<file path="config.mk">
export PLATFORM = sky130hd
export DESIGN_NAME = exec_unit_flat
export DESIGN_NICKNAME = d
export VERILOG_FILES = /design/src/rtl/rapid_pkg.sv /design/src/rtl/exec_unit_if.sv /design/src/rtl/exec_unit_muldiv.sv /design/src/rtl/exec_unit.sv /design/src/flat_wrapper.sv
export SDC_FILE = /design/constraint.sdc
export NUM_CORES = 2
export LEC_CHECK = 0
export ABC_AREA = 1
export CORE_ASPECT_RATIO = 2
export CORE_UTILIZATION = 55
export DETAILED_ROUTE_END_ITERATION = 7
export PLACE_DENSITY = 0.75
export SETUP_SLACK_MARGIN = 0.5
export SLEW_MARGIN = 20
export SYNTH_ARGS = -nofsm -noshare
export SYNTH_HDL_FRONTEND = slang
export SYNTH_SLANG_ARGS = --single-unit
</file>
<file path="constraint.sdc">
create_clock -name i_clk -period 3.8 [get_ports i_clk]
set_clock_uncertainty 0.2 [all_clocks]
set_input_delay 0.76 -clock i_clk [delete_from_list [all_inputs] [get_ports i_clk]]
set_output_delay 0.76 -clock i_clk [all_outputs]
set_load 0.02 [all_outputs]
</file>
<file path="src/rtl/rapid_pkg.sv">
// rapid_pkg: shared types and opcode encodings for the RAPID execute stage
package rapid_pkg;
  localparam logic [31:0] RESET_VECTOR = 32'h0000_1000;
  typedef struct packed {
    logic       alu;
    logic       alu_imm;
    logic       cond_branch;
    logic       uncond_branch;
    logic       load_upper_imm;
    logic       mem;
    logic       muldiv;
    logic [2:0] fcs_opcode;
    logic       iop;
  } control_s;
  typedef enum logic [1:0] {IDLE, MULDIV, DONE} exec_state_t;
  localparam logic [2:0] ALU_ADD_SUB = 3'b000, ALU_SLL = 3'b001, ALU_SLT = 3'b010, ALU_SLTU = 3'b011;
  localparam logic [2:0] ALU_XOR = 3'b100, ALU_SRL_SRA = 3'b101, ALU_OR = 3'b110, ALU_AND = 3'b111;
  localparam logic [2:0] BR_EQ = 3'b000, BR_NE = 3'b001, BR_LT = 3'b100, BR_GE = 3'b101;
  localparam logic [2:0] BR_LTU = 3'b110, BR_GEU = 3'b111, JMP_JAL = 3'b010, JMP_JALR = 3'b011;
  localparam logic [2:0] MD_MUL = 3'b000, MD_MULH = 3'b001, MD_MULHSU = 3'b010, MD_MULHU = 3'b011;
  localparam logic [2:0] MD_DIV = 3'b100, MD_DIVU = 3'b101, MD_REM = 3'b110, MD_REMU = 3'b111;
endpackage

</file>
<file path="src/rtl/exec_unit_if.sv">
// exec_unit_if: upstream/downstream handshake and operand bundle of the execute stage
interface exec_unit_if #(parameter int XLEN = 32);
  logic                 i_valid, o_ready, i_ready, o_valid, o_branch, o_busy;
  rapid_pkg::control_s  i_control_signal, o_control_signal;
  logic [XLEN-1:0]      i_rs1, i_rs2, i_imm, i_pc, o_result, o_next_pc;
  modport slave (input i_valid, i_control_signal, i_rs1, i_rs2, i_imm, i_pc, i_ready,
                 output o_ready, o_valid, o_result, o_next_pc, o_branch, o_control_signal, o_busy);
  modport master (output i_valid, i_control_signal, i_rs1, i_rs2, i_imm, i_pc, i_ready,
                  input o_ready, o_valid, o_result, o_next_pc, o_branch, o_control_signal, o_busy);
endinterface

</file>
<file path="src/rtl/exec_unit_muldiv.sv">
// muldiv_iter: radix-2 shift-add multiplier and restoring divider on operand magnitudes
module muldiv_iter import rapid_pkg::*; #(parameter int XLEN = 32) (
  input  logic            i_clk,
  input  logic            i_reset_n,
  input  logic            start_i,
  input  logic [2:0]      op_i,
  input  logic [XLEN-1:0] a_i,
  input  logic [XLEN-1:0] b_i,
  output logic            busy_o,
  output logic            done_o,
  output logic [XLEN-1:0] result_o
);
  localparam int CW = $clog2(XLEN);
  logic [2:0] op_q;
  logic neg_q, rneg_q, dz_q, busy_q, done_q, a_neg, b_neg;
  logic [CW-1:0] cnt_q;
  logic [XLEN-1:0] b_q, hi_q, lo_q, hi_d, lo_d, a_mag, b_mag, quo, rem;
  logic [XLEN:0] sum, sh, diff;
  logic [2*XLEN-1:0] prod;
  assign a_neg = (op_i inside {MD_MULH, MD_MULHSU, MD_DIV, MD_REM}) & a_i[XLEN-1];
  assign b_neg = (op_i inside {MD_MULH, MD_DIV, MD_REM}) & b_i[XLEN-1];
  assign a_mag = a_neg ? -a_i : a_i;
  assign b_mag = b_neg ? -b_i : b_i;
  // hi:lo is the product accumulator for multiply and remainder:quotient for divide
  assign sum  = {1'b0, hi_q} + (lo_q[0] ? {1'b0, b_q} : '0);
  assign sh   = {hi_q, lo_q[XLEN-1]};
  assign diff = sh - {1'b0, b_q};
  assign hi_d = op_q[2] ? (diff[XLEN] ? sh[XLEN-1:0] : diff[XLEN-1:0]) : sum[XLEN:1];
  assign lo_d = op_q[2] ? {lo_q[XLEN-2:0], ~diff[XLEN]} : {sum[0], lo_q[XLEN-1:1]};
  assign prod = neg_q ? -{hi_q, lo_q} : {hi_q, lo_q};
  assign quo  = dz_q ? '1 : (neg_q ? -lo_q : lo_q);
  assign rem  = rneg_q ? -hi_q : hi_q;
  assign result_o = op_q[2] ? (op_q[1] ? rem : quo) : (op_q == MD_MUL ? prod[XLEN-1:0] : prod[2*XLEN-1:XLEN]);
  assign busy_o = busy_q;
  assign done_o = done_q;
  always_ff @(posedge i_clk or negedge i_reset_n) begin
    if (!i_reset_n) begin
      op_q   <= '0;
      neg_q  <= 1'b0;
      rneg_q <= 1'b0;
      dz_q   <= 1'b0;
      busy_q <= 1'b0;
      done_q <= 1'b0;
      cnt_q  <= '0;
      b_q    <= '0;
      hi_q   <= '0;
      lo_q   <= '0;
    end else begin
      done_q <= busy_q && cnt_q == CW'(XLEN - 1);
      if (start_i) begin
        op_q   <= op_i;
        neg_q  <= a_neg ^ b_neg;
        rneg_q <= a_neg;
        dz_q   <= op_i[2] && b_i == '0;
        b_q    <= op_i[2] ? b_mag : a_mag;
        hi_q   <= '0;
        lo_q   <= op_i[2] ? a_mag : b_mag;
        cnt_q  <= '0;
        busy_q <= 1'b1;
      end else if (busy_q) begin
        hi_q   <= hi_d;
        lo_q   <= lo_d;
        cnt_q  <= cnt_q + CW'(1);
        busy_q <= cnt_q != CW'(XLEN - 1);
      end
    end
  end
endmodule

</file>
<file path="src/rtl/exec_unit.sv">
// exec_unit: valid/ready execute stage; single-cycle integer/branch/jump/AGU ops and iterative RV-M
module exec_unit import rapid_pkg::*; #(
  parameter int              XLEN         = 32,
  parameter logic [XLEN-1:0] RESET_VECTOR = XLEN'(rapid_pkg::RESET_VECTOR)
) (
  input logic        i_clk,
  input logic        i_reset_n,
  exec_unit_if.slave bus
);
  localparam int SW = $clog2(XLEN);
  exec_state_t state_q, state_d;
  control_s c, ctrl_q, ctrl_d;
  logic valid_q, valid_d, branch_q, branch_d, ready, accept, taken, br_c, md_done;
  logic [XLEN-1:0] result_q, result_d, next_pc_q, next_pc_d, rs1, rs2, imm, pc, p2, sra;
  logic [XLEN-1:0] alu_res, pc4, pc_imm, rs1_imm, res_c, npc_c, md_res;
  logic [SW-1:0] shamt;
  assign c       = bus.i_control_signal;
  assign rs1     = bus.i_rs1;
  assign rs2     = bus.i_rs2;
  assign imm     = bus.i_imm;
  assign pc      = bus.i_pc;
  assign p2      = c.alu_imm ? imm : rs2;
  assign shamt   = p2[SW-1:0];
  assign sra     = $signed(rs1) >>> shamt;
  assign pc4     = pc + XLEN'(4);
  assign pc_imm  = pc + imm;
  assign rs1_imm = rs1 + imm;
  always_comb begin
    case (c.fcs_opcode)
      ALU_ADD_SUB: alu_res = c.iop ? rs1 - p2 : rs1 + p2;
      ALU_SLL:     alu_res = rs1 << shamt;
      ALU_SLT:     alu_res = {{(XLEN-1){1'b0}}, $signed(rs1) < $signed(p2)};
      ALU_SLTU:    alu_res = {{(XLEN-1){1'b0}}, rs1 < p2};
      ALU_XOR:     alu_res = rs1 ^ p2;
      ALU_SRL_SRA: alu_res = c.iop ? sra : rs1 >> shamt;
      ALU_OR:      alu_res = rs1 | p2;
      default:     alu_res = rs1 & p2;
    endcase
  end
  // fcs[2] selects the ordered compares, fcs[1] unsigned, fcs[0] inverts the sense
  assign taken = c.fcs_opcode[2] ? ((c.fcs_opcode[1] ? rs1 < rs2 : $signed(rs1) < $signed(rs2)) ^ c.fcs_opcode[0])
                                 : ((rs1 == rs2) ^ c.fcs_opcode[0]);
  assign br_c  = c.uncond_branch | (c.cond_branch & taken);
  assign res_c = c.cond_branch ? '0 : c.uncond_branch ? pc4 : c.load_upper_imm ? (c.iop ? imm : pc_imm)
               : c.mem ? rs1_imm : alu_res;
  assign npc_c = c.cond_branch ? (taken ? pc_imm : pc4)
               : c.uncond_branch ? (c.fcs_opcode == JMP_JALR ? {rs1_imm[XLEN-1:1], 1'b0} : pc_imm) : pc4;
  assign ready  = state_q == IDLE || (state_q == DONE && bus.i_ready);
  assign accept = bus.i_valid && ready;
  muldiv_iter #(.XLEN(XLEN)) u_md (
    .i_clk    (i_clk),
    .i_reset_n(i_reset_n),
    .start_i  (accept && c.muldiv),
    .op_i     (c.fcs_opcode),
    .a_i      (rs1),
    .b_i      (rs2),
    .busy_o   (bus.o_busy),
    .done_o   (md_done),
    .result_o (md_res)
  );
  always_comb begin
    state_d   = state_q;
    valid_d   = valid_q;
    branch_d  = branch_q;
    result_d  = result_q;
    next_pc_d = next_pc_q;
    ctrl_d    = ctrl_q;
    if (state_q == DONE && bus.i_ready) begin
      state_d  = IDLE;
      valid_d  = 1'b0;
      branch_d = 1'b0;
    end
    if (state_q == MULDIV && md_done) begin
      state_d  = DONE;
      valid_d  = 1'b1;
      result_d = md_res;
    end
    if (accept) begin
      state_d   = c.muldiv ? MULDIV : DONE;
      valid_d   = !c.muldiv;
      branch_d  = br_c;
      result_d  = res_c;
      next_pc_d = npc_c;
      ctrl_d    = c;
    end
  end
  always_ff @(posedge i_clk or negedge i_reset_n) begin
    if (!i_reset_n) begin
      state_q   <= IDLE;
      valid_q   <= 1'b0;
      branch_q  <= 1'b0;
      result_q  <= '0;
      next_pc_q <= RESET_VECTOR;
      ctrl_q    <= '0;
    end else begin
      state_q   <= state_d;
      valid_q   <= valid_d;
      branch_q  <= branch_d;
      result_q  <= result_d;
      next_pc_q <= next_pc_d;
      ctrl_q    <= ctrl_d;
    end
  end
  assign bus.o_ready          = ready;
  assign bus.o_valid          = valid_q;
  assign bus.o_branch         = branch_q;
  assign bus.o_result         = result_q;
  assign bus.o_next_pc        = next_pc_q;
  assign bus.o_control_signal = ctrl_q;
endmodule

</file>
<file path="src/flat_wrapper.sv">
// flat-port wrapper written by rule: the top's interface ports become plain ports
module exec_unit_flat import rapid_pkg::*;
#(
  parameter int              XLEN         = 32,
  parameter logic [XLEN-1:0] RESET_VECTOR = XLEN'(rapid_pkg::RESET_VECTOR)
)
  (i_clk, i_reset_n, bus_i_valid, bus_i_control_signal, bus_i_rs1, bus_i_rs2, bus_i_imm, bus_i_pc, bus_i_ready, bus_o_ready, bus_o_valid, bus_o_result, bus_o_next_pc, bus_o_branch, bus_o_control_signal, bus_o_busy);
  exec_unit_if #(.XLEN(XLEN)) bus_i ();
  input logic i_clk;
  input logic i_reset_n;
  input wire logic [$bits(bus_i.i_valid)-1:0] bus_i_valid;
  input wire logic [$bits(bus_i.i_control_signal)-1:0] bus_i_control_signal;
  input wire logic [$bits(bus_i.i_rs1)-1:0] bus_i_rs1;
  input wire logic [$bits(bus_i.i_rs2)-1:0] bus_i_rs2;
  input wire logic [$bits(bus_i.i_imm)-1:0] bus_i_imm;
  input wire logic [$bits(bus_i.i_pc)-1:0] bus_i_pc;
  input wire logic [$bits(bus_i.i_ready)-1:0] bus_i_ready;
  output wire logic [$bits(bus_i.o_ready)-1:0] bus_o_ready;
  output wire logic [$bits(bus_i.o_valid)-1:0] bus_o_valid;
  output wire logic [$bits(bus_i.o_result)-1:0] bus_o_result;
  output wire logic [$bits(bus_i.o_next_pc)-1:0] bus_o_next_pc;
  output wire logic [$bits(bus_i.o_branch)-1:0] bus_o_branch;
  output wire logic [$bits(bus_i.o_control_signal)-1:0] bus_o_control_signal;
  output wire logic [$bits(bus_i.o_busy)-1:0] bus_o_busy;
  assign bus_i.i_valid = bus_i_valid;
  assign bus_i.i_control_signal = bus_i_control_signal;
  assign bus_i.i_rs1 = bus_i_rs1;
  assign bus_i.i_rs2 = bus_i_rs2;
  assign bus_i.i_imm = bus_i_imm;
  assign bus_i.i_pc = bus_i_pc;
  assign bus_i.i_ready = bus_i_ready;
  assign bus_o_ready = bus_i.o_ready;
  assign bus_o_valid = bus_i.o_valid;
  assign bus_o_result = bus_i.o_result;
  assign bus_o_next_pc = bus_i.o_next_pc;
  assign bus_o_branch = bus_i.o_branch;
  assign bus_o_control_signal = bus_i.o_control_signal;
  assign bus_o_busy = bus_i.o_busy;
  exec_unit #(.XLEN(XLEN), .RESET_VECTOR(RESET_VECTOR)) u_core (.i_clk(i_clk), .i_reset_n(i_reset_n), .bus(bus_i));
endmodule
</file>
==> results.tsv, run 1 <==
metric	value	unit
hpwl	180200	um
netlist_instances	6514	
async_reset_ff_share	100.0	%
ys_types	71	
yosysTopAreaCell	nand2_1	
yosysMostFrequentCell	nand2_1	
yosysSeqAreaShare	12.90	%
grtUsageTotal	83.90	%
synth_edf_count	0	
syn_nets	6941	
grt_pass1_vias	60470	
cts_sinks	187	
synthFlopType	dfrtp_1	
cts_root_buf	clkbuf_16	
stop_stage	global routing	
numCtsBuffers	17	
num_rows	132	
cts_max_path_buffers	2	
post_synth_main_area_contributors	nand2_1 21%, dfrtp_1 13%, nand3_1 10%, ha_1 9.6%, inv_1 8.3%	
pin_count	222	
synth_area	0.03627	sq mm
yosysWarningCount	0	
overflow	1515	
die_h	365.2	um
status	aborted with a tool error	
post-place-cells	8448	
ys_ff_latch	187	
synth_top_area_share	20.51	%
io_buffers	221	
grt_max_degree	78	
start_util	55.88	%
routabilityCongestion	1.286	
first-error	[ERROR GRT-0116] Global routing finished with congestion. Check the congestion regions in the DRC Viewer.	
yosys-top-cells-count	1982 x nand2_1, 805 x inv_1, 735 x nand3_1, 533 x nor2_1, 453 x a21oi_1	
grt_pass1_wl	435800	um
die_w	183.6	um
avgSynthCellArea	5.568	sq um
cts_max_level	4	
[timing repair]
item,in CTS
hold buffers,0
pin swaps,107
gates resized for setup,587
endpoints found under the setup margin,113
gates cloned,2
setup buffers,33
[routing by layer]
layer / GRT usage [%] / overflow
met5: 27.70 / 7
met4: 92.83 / 491
met3: 66.01 / 38
met2: 102.7 / 949
met1: 80.69 / 30
[cells by family after synthesis]
| kind of cell | count (synthesis) | share of synthesized area (%) |
|---|---|---|
| buffers and inverters | 1093 | 11.78 |
| XOR/XNOR | 192 | 4.636 |
| flip-flops | 187 | 12.90 |
| adder cells (fa/ha/maj) | 284 | 9.921 |
| AND/OR/NAND/NOR | 3555 | 41.58 |
| AO/OA/AOI/OAI | 1203 | 19.17 |
[per-stage QoR]
step           worst slack [ps]  area (sq um)
2_1_floorplan             497.9         36480
3_3_place_gp             -968.0         47230
3_5_place_dp             -938.7         47230
4_1_cts                   420.2         50020
==> run 2: changes to the inputs <==
CORE_ASPECT_RATIO = not set   (was 2)
CORE_UTILIZATION = 40   (was 55)
PLACE_DENSITY = not set   (was 0.75)
PLACE_DENSITY_LB_ADDON = 0.15   (was not set)
SETUP_SLACK_MARGIN = not set   (was 0.5)
==> run 2 against run 1 <==
Net effect: the flow now finishes, with violations (design-rule violations, negative setup slack); synthesized area unchanged; synthesized cell count unchanged.
==> results.tsv, run 2 <==
metric	value	unit	change
yosysWarningCount	0		unchanged
leakage	25.84	nW	
holdPathEnd	u_core.bus.o_control_signal[10]$_DFFE_PN0P_		
fin_crit	3817	ps	
rsz0062_at_grt	true		
num_vias	51830		
layout-area-overhead-vs-synth	36.24	%	
ys_ff_latch	187		unchanged
synthXorXnorAreaFrac	4.636	%	unchanged
yosysTopAreaCell	nand2_1		
ff2ff_setup_slack	240	ps	
cts_sinks	187		unchanged
netlist_instances	6514		unchanged
arrival	4030	ps	
synth_compound_gate_area_share	19.17	%	unchanged
synth-adder-area-share	9.921	%	unchanged
violations	design-rule violations, negative setup slack		
hold_path_depth	2		
cts_max_path_buffers	2		unchanged
clkTransAtPathRegs	90	ps	
final_antenna_net_count	0		
yosysMostFrequentCell	nand2_1		
ys_types	71		unchanged
irDropWorstVdd	0.0005519	V	
core	0.08987	sq mm	
layout_commonest_cell	nand2_1		
overflow	0		
synth_edf_count	0		unchanged
yosysSeqAreaShare	12.90	%	unchanged
finalMaxSlewViolations	0		
clock.fmax	262.0	MHz	
worstPathRequired	4010	ps	
syn_nets	6941		unchanged
relSlewSlack	24.20	%	
cp_max_fo	5		
vias_per_cell	5.853		
setup_violations	1		
synth_top_area_share	20.51	%	unchanged
worstReg2RegEnd	u_core.bus.o_result[23]$_DFFE_PN0P_		
grt_pass1_wl	318900	um	
cts_max_level	4		unchanged
antenna_found_initial	8		
avgSynthCellArea	5.568	sq um	unchanged
routed_wl	225000	um	
hold_violations	0		
die_area	0.09188	sq mm	
synth_mux_area_share	0	%	unchanged
layout-drive-gt1-share	19.63	%	
die_h	303.1	um	-17%
crit_start	bus_i_rs2[1]		
pin_count	222		unchanged
io_buffers	221		unchanged
hpwl	189300	um	+5.0%
status	complete, but fails checks		
cp-start-kind	input port		
nNetsFinal	8090		
fin_ws	-17.39	ps	
fin_util	54.98	%	
yosys-top-cells-count	1982 x nand2_1, 805 x inv_1, 735 x nand3_1, 533 x nor2_1, 453 x a21oi_1		
clkLatencyLatePin	520	ps	
synthFlopType	dfrtp_1		
p_total	0.02928	W	
async_reset_ff_share	100.0	%	unchanged
grtUsageTotal	47.66	%	
timing.rr.start	u_core.u_md.lo_q[3]$_DFFE_PN0P_		
hold_path.startpoint	u_core.bus.o_control_signal[10]$_DFFE_PN0P_		
cts_tree	built		
cts_root_buf	clkbuf_16		
critPathKind	in2reg		
synthSimpleGateAreaFrac	41.58	%	unchanged
post_synth_main_area_contributors	nand2_1 21%, dfrtp_1 13%, nand3_1 10%, ha_1 9.6%, inv_1 8.3%		
die_w	303.1	um	+65%
wire_per_inst	25.41	um	
hold_path.class	reg2reg		
worst_slew_pin_slew	1136	ps	
start_util	40.36	%	-16 points
drt-pass1-iter-count	8		
numCtsBuffers	17		unchanged
powerDensity	592.5	mW/mm^2	
routabilityCongestion	1.135		-12%
max-cap-violations	0		
drc	1		
num_rows	110		-17%
final_cell_mix	1932 x nand2_1, 1122 x buf_4, 791 x inv_1, 715 x nand3_1, 490 x nor2_1		
finalCritPeriodShare	100.5	%	
synth_top_family_by_area	simple AND/OR/NAND/NOR gates		
drtIter0Drc	7310		
grt_max_degree	70		
endpoint_kind	flip-flop		
worst_r2r_path_depth	14		
synth_area	0.03627	sq mm	unchanged
grt_pass1_vias	47770		
run 2: final cells by class:
type | instances | area (sq um)
Fill cell | 9406 | 40460
Multi-Input combinational cell | 5234 | 28080
Timing Repair Buffer | 1385 | 11410
Sequential cell | 187 | 4683
Inverter | 838 | 3148
Tap cell | 1176 | 1471
Clock buffer | 17 | 425.4
Clock inverter | 15 | 190.2
Antenna cell | 2 | 5.005
run 2: routing by layer:
metal	GRT usage [%]	part of all wire, %	wire length, um	vias up
met5	0	0.019	43	-
met3	14.27	13	28450	775
met1	61.12	39	87820	23790
li1	-	-	-	23790
met4	29.91	7.7	17320	6
met2	69.47	41	91350	3465
run 2: metrics by stage:
step	TNS (ps)	instances	hold slack (ps)	cell area, sq um	setup WS (ps)
after floorplan	0	6514	253.9	36270	197.2
after global placement	-32510	8806	266.9	47880	-914.8
after detailed placement	-32920	8806	269.9	47880	-916.5
after CTS	-12.35	8848	291.3	48800	-12.35
after global routing	-445.8	8852	320.1	49410	-105.2
final	-17.39	8854	297.2	49420	-17.39
run 2: how the worst max path moves through the flow:
stage | endpoint | slack, ps | depth (start not counted)
after floorplan | u_core.bus.o_result[15]$_DFFE_PN0P_ | 200 | 24
after global placement | u_core.bus.o_result[28]$_DFFE_PN0P_ | -910 | 24
after detailed placement | u_core.bus.o_result[28]$_DFFE_PN0P_ | -920 | 24
after CTS | u_core.bus.o_result[28]$_DFFE_PN0P_ | -10 | 26
after global routing | u_core.bus.o_result[28]$_DFFE_PN0P_ | -110 | 26
final | u_core.bus.o_result[30]$_DFFE_PN0P_ | -20 | 23
run 2: critical path: stages:
cell and delay, ps:
clkdlybuf4s50_1 490, inv_2 100, o21ai_4 240, inv_2 130, buf_4 160, fa_1 400, inv_1 100, nand4_1 100
nand2_2 140, nand2_1 90, nand2_2 130, buf_4 120, nand2_1 60, nand3_1 100, nand3_1 130, nand3_1 120
nand2_1 70, nand2_2 90, nand3_1 70, nand2_1 80, nand2_1 90, nand2_2 170, nand2_1 60
run 2: kinds of logic after synthesis:
family / count (synthesis)
AOI/OAI and AO/OA: 1203
xor gates and xnor gates: 192
adders and majority gates: 284
buffers and inverters: 1093
DFF: 187
and+or+nand+nor: 3555
run 2: power by group:
part / leakage [nW] / internal (W) / switching, W
Clock: 0.292 / 0.000896 / 0.00106
Combinational: 23.3 / 0.00822 / 0.0147
Sequential: 2.28 / 0.00299 / 0.00138
Total: 25.8 / 0.0121 / 0.0172
run 2: repair_timing:
action,in CTS,in global routing
buffers inserted,9,4
gates cloned,0,0
gates resized for setup,91,175
hold buffers,1,0
setup endpoints to repair,25,45
pin swaps,15,24
endpoints found under the hold margin,7,0
Note: power is estimated with default switching activity, not from simulation.
